--- src/rtl/uart_program_loader_pkg.sv ---
// Shared types and protocol constants for the UART program loader.
// Latency: n/a (types only).
// Backpressure: n/a.
package uart_program_loader_pkg;

    typedef enum logic [2:0] {LEN0, LEN1, DATA, DONE, ERR} loaderState_t;
    typedef enum logic [1:0] {RX_IDLE, RX_START, RX_BITS, RX_STOP} rxState_t;

    localparam int LEN_BYTES      = 2;
    localparam int BYTES_PER_WORD = 4;

endpackage

--- src/rtl/uart_rx_core.sv ---
// 8N1 UART receiver: 2-flop synchronizer, mid-bit sampling, one-cycle byte/frame-error pulses.
// Latency: byteValid/frameErr one cycle after the stop-bit sample.
// Backpressure: none; bytes are pulsed out and must be consumed on the spot.
module uart_rx_core
    import uart_program_loader_pkg::*;
#(
    parameter int CLKS_PER_BIT = 434
) (
    input  logic       clk,
    input  logic       reset,
    input  logic       rx,
    output logic       byteValid,
    output logic [7:0] dataByte,
    output logic       frameErr
);

    localparam int CNT_W = $clog2(CLKS_PER_BIT);
    localparam logic [CNT_W-1:0] HALF_M1 = CNT_W'(CLKS_PER_BIT / 2 - 1);
    localparam logic [CNT_W-1:0] FULL_M1 = CNT_W'(CLKS_PER_BIT - 1);

    logic             rxMeta, rxSync, rxLast;
    rxState_t         state, stateNext;
    logic [CNT_W-1:0] baudCnt, cntNext;
    logic [2:0]       bitIdx, bitNext;
    logic [7:0]       shiftReg, shiftNext, byteNext;
    logic             validNext, errNext;

    always_comb begin
        stateNext = state;
        cntNext   = baudCnt + 1'b1;
        bitNext   = bitIdx;
        shiftNext = shiftReg;
        byteNext  = dataByte;
        validNext = 1'b0;
        errNext   = 1'b0;
        case (state)
            RX_IDLE: begin
                cntNext = '0;
                if (rxLast && !rxSync) stateNext = RX_START;
            end
            RX_START: if (baudCnt == HALF_M1) begin
                // A start bit that is high again at mid-bit was only a glitch.
                cntNext   = '0;
                bitNext   = '0;
                stateNext = rxSync ? RX_IDLE : RX_BITS;
            end
            RX_BITS: if (baudCnt == FULL_M1) begin
                cntNext   = '0;
                shiftNext = {rxSync, shiftReg[7:1]};
                bitNext   = bitIdx + 3'd1;
                if (bitIdx == 3'd7) stateNext = RX_STOP;
            end
            RX_STOP: if (baudCnt == FULL_M1) begin
                cntNext   = '0;
                stateNext = RX_IDLE;
                if (rxSync) begin
                    validNext = 1'b1;
                    byteNext  = shiftReg;
                end else begin
                    errNext = 1'b1;
                end
            end
            default: stateNext = RX_IDLE;
        endcase
    end

    always_ff @(posedge clk or negedge reset) begin
        if (!reset) begin
            rxMeta    <= 1'b1;
            rxSync    <= 1'b1;
            rxLast    <= 1'b1;
            state     <= RX_IDLE;
            baudCnt   <= '0;
            bitIdx    <= '0;
            shiftReg  <= '0;
            dataByte  <= '0;
            byteValid <= 1'b0;
            frameErr  <= 1'b0;
        end else begin
            rxMeta    <= rx;
            rxSync    <= rxMeta;
            rxLast    <= rxSync;
            state     <= stateNext;
            baudCnt   <= cntNext;
            bitIdx    <= bitNext;
            shiftReg  <= shiftNext;
            dataByte  <= byteNext;
            byteValid <= validNext;
            frameErr  <= errNext;
        end
    end

endmodule

--- src/rtl/uart_program_loader.sv ---
// Boot loader: receives a length-prefixed program over UART, writes words to program memory, then releases the CPU.
// Latency: 4th byte -> mem_we 1 cycle; last mem_we -> cpu_run 1 cycle.
// Backpressure: none; memory accepts every write strobe unconditionally.
module uart_program_loader
    import uart_program_loader_pkg::*;
#(
    parameter int CLKS_PER_BIT = 434,
    parameter int MEMORY_DEPTH = 32,
    parameter int ADDR_WIDTH   = 5
) (
    input  logic                  clk,
    input  logic                  reset,
    input  logic                  rx,
    output logic                  mem_we,
    output logic [ADDR_WIDTH-1:0] mem_addr,
    output logic [31:0]           mem_wdata,
    output logic                  cpu_run,
    output logic                  busy,
    output logic                  error,
    output logic [ADDR_WIDTH:0]   words_loaded
);

    localparam int LEN_W = 8 * LEN_BYTES;
    localparam logic [LEN_W-1:0] MAX_WORDS = LEN_W'(MEMORY_DEPTH);

    logic             byteValid, frameErr;
    logic [7:0]       dataByte;
    loaderState_t     state, stateNext;
    logic [7:0]       nLow;
    logic [LEN_W-1:0] nFull;
    logic [ADDR_WIDTH:0] nCount;
    logic [1:0]       byteIdx;
    logic [23:0]      wordBuf;
    logic             takeByte;

    uart_rx_core #(.CLKS_PER_BIT(CLKS_PER_BIT)) rxCore (
        .clk       (clk),
        .reset     (reset),
        .rx        (rx),
        .byteValid (byteValid),
        .dataByte  (dataByte),
        .frameErr  (frameErr)
    );

    assign nFull    = {dataByte, nLow};
    assign takeByte = byteValid && !frameErr;

    assign cpu_run = (state == DONE);
    assign busy    = (state == LEN1) || (state == DATA);
    assign error   = (state == ERR);

    always_comb begin
        stateNext = state;
        case (state)
            LEN0: if (frameErr) stateNext = ERR;
                  else if (byteValid) stateNext = LEN1;
            LEN1: if (frameErr) stateNext = ERR;
                  else if (byteValid) begin
                      if (nFull > MAX_WORDS)  stateNext = ERR;
                      else if (nFull == '0)   stateNext = DONE;
                      else                    stateNext = DATA;
                  end
            // words_loaded has already advanced during the final write strobe.
            DATA: if (frameErr) stateNext = ERR;
                  else if (mem_we && words_loaded == nCount) stateNext = DONE;
            DONE:    stateNext = DONE;
            ERR:     stateNext = ERR;
            default: stateNext = LEN0;
        endcase
    end

    always_ff @(posedge clk or negedge reset) begin
        if (!reset) begin
            state        <= LEN0;
            nLow         <= '0;
            nCount       <= '0;
            byteIdx      <= '0;
            wordBuf      <= '0;
            mem_we       <= 1'b0;
            mem_addr     <= '0;
            mem_wdata    <= '0;
            words_loaded <= '0;
        end else begin
            state  <= stateNext;
            mem_we <= 1'b0;
            if (state == LEN0 && takeByte) nLow <= dataByte;
            if (state == LEN1 && takeByte) begin
                nCount  <= nFull[ADDR_WIDTH:0];
                byteIdx <= '0;
            end
            if (state == DATA && takeByte) begin
                byteIdx <= byteIdx + 2'd1;
                case (byteIdx)
                    2'd0: wordBuf[7:0]   <= dataByte;
                    2'd1: wordBuf[15:8]  <= dataByte;
                    2'd2: wordBuf[23:16] <= dataByte;
                    default: ;
                endcase
                if (byteIdx == 2'(BYTES_PER_WORD - 1)) begin
                    mem_we       <= 1'b1;
                    mem_addr     <= words_loaded[ADDR_WIDTH-1:0];
                    mem_wdata    <= {dataByte, wordBuf};
                    words_loaded <= words_loaded + 1'b1;
                end
            end
        end
    end

endmodule
--- config.mk ---
export PLATFORM = sky130hd
export DESIGN_NAME = uart_program_loader
export DESIGN_NICKNAME = d
export VERILOG_FILES = /design/src/rtl/uart_program_loader_pkg.sv /design/src/rtl/uart_rx_core.sv /design/src/rtl/uart_program_loader.sv
export SDC_FILE = /design/constraint.sdc
export NUM_CORES = 1
export LEC_CHECK = 0
export BUFFER_PORTS_ARGS = -buffer_cell sky130_fd_sc_hd__buf_4
export CAP_MARGIN = 20
export CORE_ASPECT_RATIO = 1.25
export CORE_UTILIZATION = 40
export CTS_CLUSTER_DIAMETER = 40
export DETAILED_ROUTE_END_ITERATION = 10
export PLACE_DENSITY = 0.56
export SYNTH_ARGS = -nofsm -noshare
export SYNTH_HDL_FRONTEND = slang
export SYNTH_SLANG_ARGS = --single-unit
export TNS_END_PERCENT = 1
--- constraint.sdc ---
create_clock -name clk -period 4.9 [get_ports clk]
set_input_delay 0.49 -clock clk [delete_from_list [all_inputs] [get_ports clk]]
set_output_delay 0.49 -clock clk [all_outputs]
set_load 0.1 [all_outputs]
==> impl_metrics.csv <==
group,metric,value,unit
placement,hpwl,6.32,mm
pwr,p_sw,600,uW
drt,antenna_left,0,
setup_path,cp-end-kind,"flip-flop",
timing,min_period,2.24,ns
setup_path,timing.critical_path.from,"state[2]",
timing,timing.final.crit_share,45.8,%
setup_path,path_cells,"nor3b_4 -> and3_2 -> mux2_2",
die,rows,46,
setup_path,required,5.19,ns
cells_and_area,nets,447,
pwr,combPwrFrac,7.7,%
synth,dominantRegCellSynth,"dfrtp_1",
setup_path,crit_arrival,2.54,ns
setup_path,cp-start-kind,"flip-flop",
setup_path,slowest_delay,0.89,ns
timing,worstMarginPinSlew,0.986,ns
pwr,p_per_area,393,nW/um^2
global_route,grt_pass1_wl,16.2,mm
run,cap_viol_max_count,0,
drt,vias,3058,
hold_path,hold_path.class,"input port to flip-flop",
synth,ys_ff_latch,122,
global_route,antenna_found_initial,0,
synth,yosysSeqAreaShare,58.8,%
global_route,grt_pass1_vias,3068,
cts,cts_setup_buffers,0,
pwr,power.share.clock,50.1,%
drt,initialDrtViolationCount,94,
placement,io_buffer_count,49,
cells_and_area,layout-drive-gt1-share,41.8,%
setup_path,slowest_stage,"and3_2",
timing,clock_skew,0.00717,ns
cells_and_area,n_antenna_cell,0,
drt,postRouteWirelength,9.64,mm
timing,setup_violations,0,
synth,ys_warn_count,0,
cells_and_area,ff_latch_area,3060,sq um
cts,clockBufferDepth,2,
drt,firstDrtPassIters,4,
global_route,grt_overflow,0,
drt,wl_per_cell,15.8,um
cts,htree_levels,4,
cts,cts_buffers,17,
cells_and_area,synthToLayoutAreaGrowth,20.9,%
setup_path,reg2reg_from,"state[2]",
synth,synthesis.area,5190,sq um
pwr,swShare,24.3,%
timing,hold_viol_final,0,
cts,clk_pin_slew,0.06,ns
placement,gp_routability_congestion,0.791,
setup_path,reg2reg_depth,3,
setup_path,cp-endpoint,"mem_wdata[19]",
pwr,power,2470,uW
pwr,p_leak,0.00317,uW
setup_path,r2r_setup_slack,2.66,ns
timing,rsz0062_at_grt,"false",
timing,tns,0,ns
timing,drv_slew,0,
cts,clockRootBuffer,"clkbuf_16",
drt,route.detailed.drc,0,
die,dieArea,13500,sq um
pwr,pwr-share-seq,42.3,%
global_route,grtUsageTotal,15.9,%
cts,cts.sinks,122,
setup_path,reg2reg_to,"mem_wdata[19]",
cts,clk_latency,0.41,ns
synth,syn_area_per_cell,13.9,sq um
cts,cts_tree,"built",
pwr,intPower,1870,uW
cts,holdBufCountCts,0,
die,fp.dieH,129,um
cts,cts-resized-gates,0,
cells_and_area,nFillCells,1173,
timing,fmax,446,MHz
outcome,status,"completed",
die,ios,50,
cells_and_area,multi_input_area,2000,sq um
global_route,grt_max_degree,75,
setup_path,critical_path_class,"flip-flop to flip-flop",
drt,post_drt_via_cell_ratio,5.00,
setup_path,crit_fanout,44,
die,coreArea,12700,sq um
timing,setup_ws,2.66,ns
synth,synth_cells,374,
synth,synth_edf_count,0,
synth,synth_nets,391,
placement,place_ws,2.60,ns
die,die-width,104,um
timing,slew_headroom,34.2,%
pwr,vdd_ir_drop_max,0.000207,V
synth,async_reset_ff_share,100,%
die,start_util,41.0,%
synth,synth_cell_types,44,
[power by group through the flow]
stage / clock [uW] / sequential (uW) / combinational, uW
floorplan: 0 / 1060 / 134
global placement: 0 / 1060 / 189
detailed placement: 0 / 1060 / 194
CTS: 1260 / 1040 / 195
global route: 1310 / 1050 / 224
finish: 1240 / 1040 / 189
[cell usage in the layout (no fill, tap or decap), types with 4 or more instances in the layout]
cell,Yosys,final
nand2_2,4,4
dfrtp_1,119,119
ha_1,14,14
nand4_1,4,4
o21ai_0,4,4
a21oi_1,8,8
nor2_1,19,19
nand2_1,13,13
and3_1,5,4
mux2_2,91,91
inv_1,10,10
buf_4,2,50
clkbuf_16,0,17
xnor2_1,14,14
nand3_1,8,8
xor2_1,5,5
clkinvlp_4,0,5
[cells in the mapped netlist (2+ instances only)]
cell	number	share of area, %
nor3_1	2	0.19
nand2_1	13	0.94
buf_2	4	0.39
and3_1	5	0.60
o221ai_1	3	0.51
mux2i_1	2	0.39
o21ai_0	4	0.39
dfstp_2	3	1.5
buf_6	5	1.1
nand3b_1	3	0.43
dfrtp_1	119	57
nand2_2	4	0.48
a21oi_1	8	0.77
mux2_1	2	0.43
inv_1	10	0.72
nor2_1	19	1.4
xnor2_1	14	2.4
nor2b_1	2	0.24
o41ai_1	2	0.34
and2_1	3	0.36
buf_4	2	0.29
nand3_1	8	0.77
xor2_1	5	0.84
nand2b_1	2	0.24
or3_1	2	0.24
nor4_1	3	0.36
mux2_2	91	20
ha_1	14	3.4
clkbuf_1	2	0.14
nand4_1	4	0.48
[worst min path at each step]
stage | start | to | slack [ns] | cells past startpoint
after floorplan | reset | asynchronous set/reset pin | 0.19 | 0
after global placement | rxCore.rxMeta | rxCore.rxSync | 0.35 | 0
after detailed placement | rxCore.rxMeta | rxCore.rxSync | 0.35 | 0
after CTS | rx | rxCore.rxMeta | 0.17 | 1
after global routing | rx | rxCore.rxMeta | 0.17 | 1
final | rx | rxCore.rxMeta | 0.18 | 1
[critical path: cells and delay by family, from the launching register on]
family	cells	cell delay [ns]
flip-flops	1	0.50
AND/OR/NAND/NOR	2	1.19
multiplexers	1	0.42
[through the flow]
step	std cells	util, %	cell area [sq um]	hold slack, ns
finish	611	49.6	6280	0.185
global route	611	49.6	6280	0.173
CTS	611	49.6	6280	0.170
detailed placement	579	44.9	5680	0.349
global placement	579	44.9	5680	0.346
floorplan	374	-	5190	0.194
[sequential cells by signal, summed over array words and instances (netlist names), 2 cells and up, named ones only]
name / flops
rxCore.baudCnt: 9
rxCore.dataByte: 8
rxCore.bitIdx: 3
wordBuf: 24
mem_wdata: 32
state: 3
mem_addr: 5
byteIdx: 2
words_loaded: 6
rxCore.shiftReg: 8
nCount: 6
nLow: 8
[kinds of logic after synthesis]
kind of cell / after synthesis / share of synthesized area, %
AO/OA/AOI/OAI: 25 / 3.35
adder cells (fa/ha/maj): 14 / 3.37
flip-flops: 122 / 58.8
AND/OR/NAND/NOR: 76 / 8.07
buffers and inverters: 23 / 2.63
multiplexers: 95 / 20.5
XOR/XNOR: 19 / 3.20
[routing by layer]
layer	global-route usage [%]	share of wire (%)	vias to the layer above	routed length (um)
met5	0	0	-	0
met4	7.31	1.4	0	133
met3	4.53	3.8	12	362
met2	26.2	50	43	4820
met1	19.4	45	1565	4320
li1	-	-	1438	-
[area by class of cell]
class | count | share of cell area [%]
Inverter | 10 | 0.598
Clock buffer | 19 | 7.21
Clock inverter | 13 | 2.27
Sequential cell | 122 | 48.7
Tap cell | 168 | 3.35
Timing Repair Buffer | 50 | 5.98
Multi-Input combinational cell | 229 | 31.9
No activity file was read; power rests on OpenSTA's default activity.
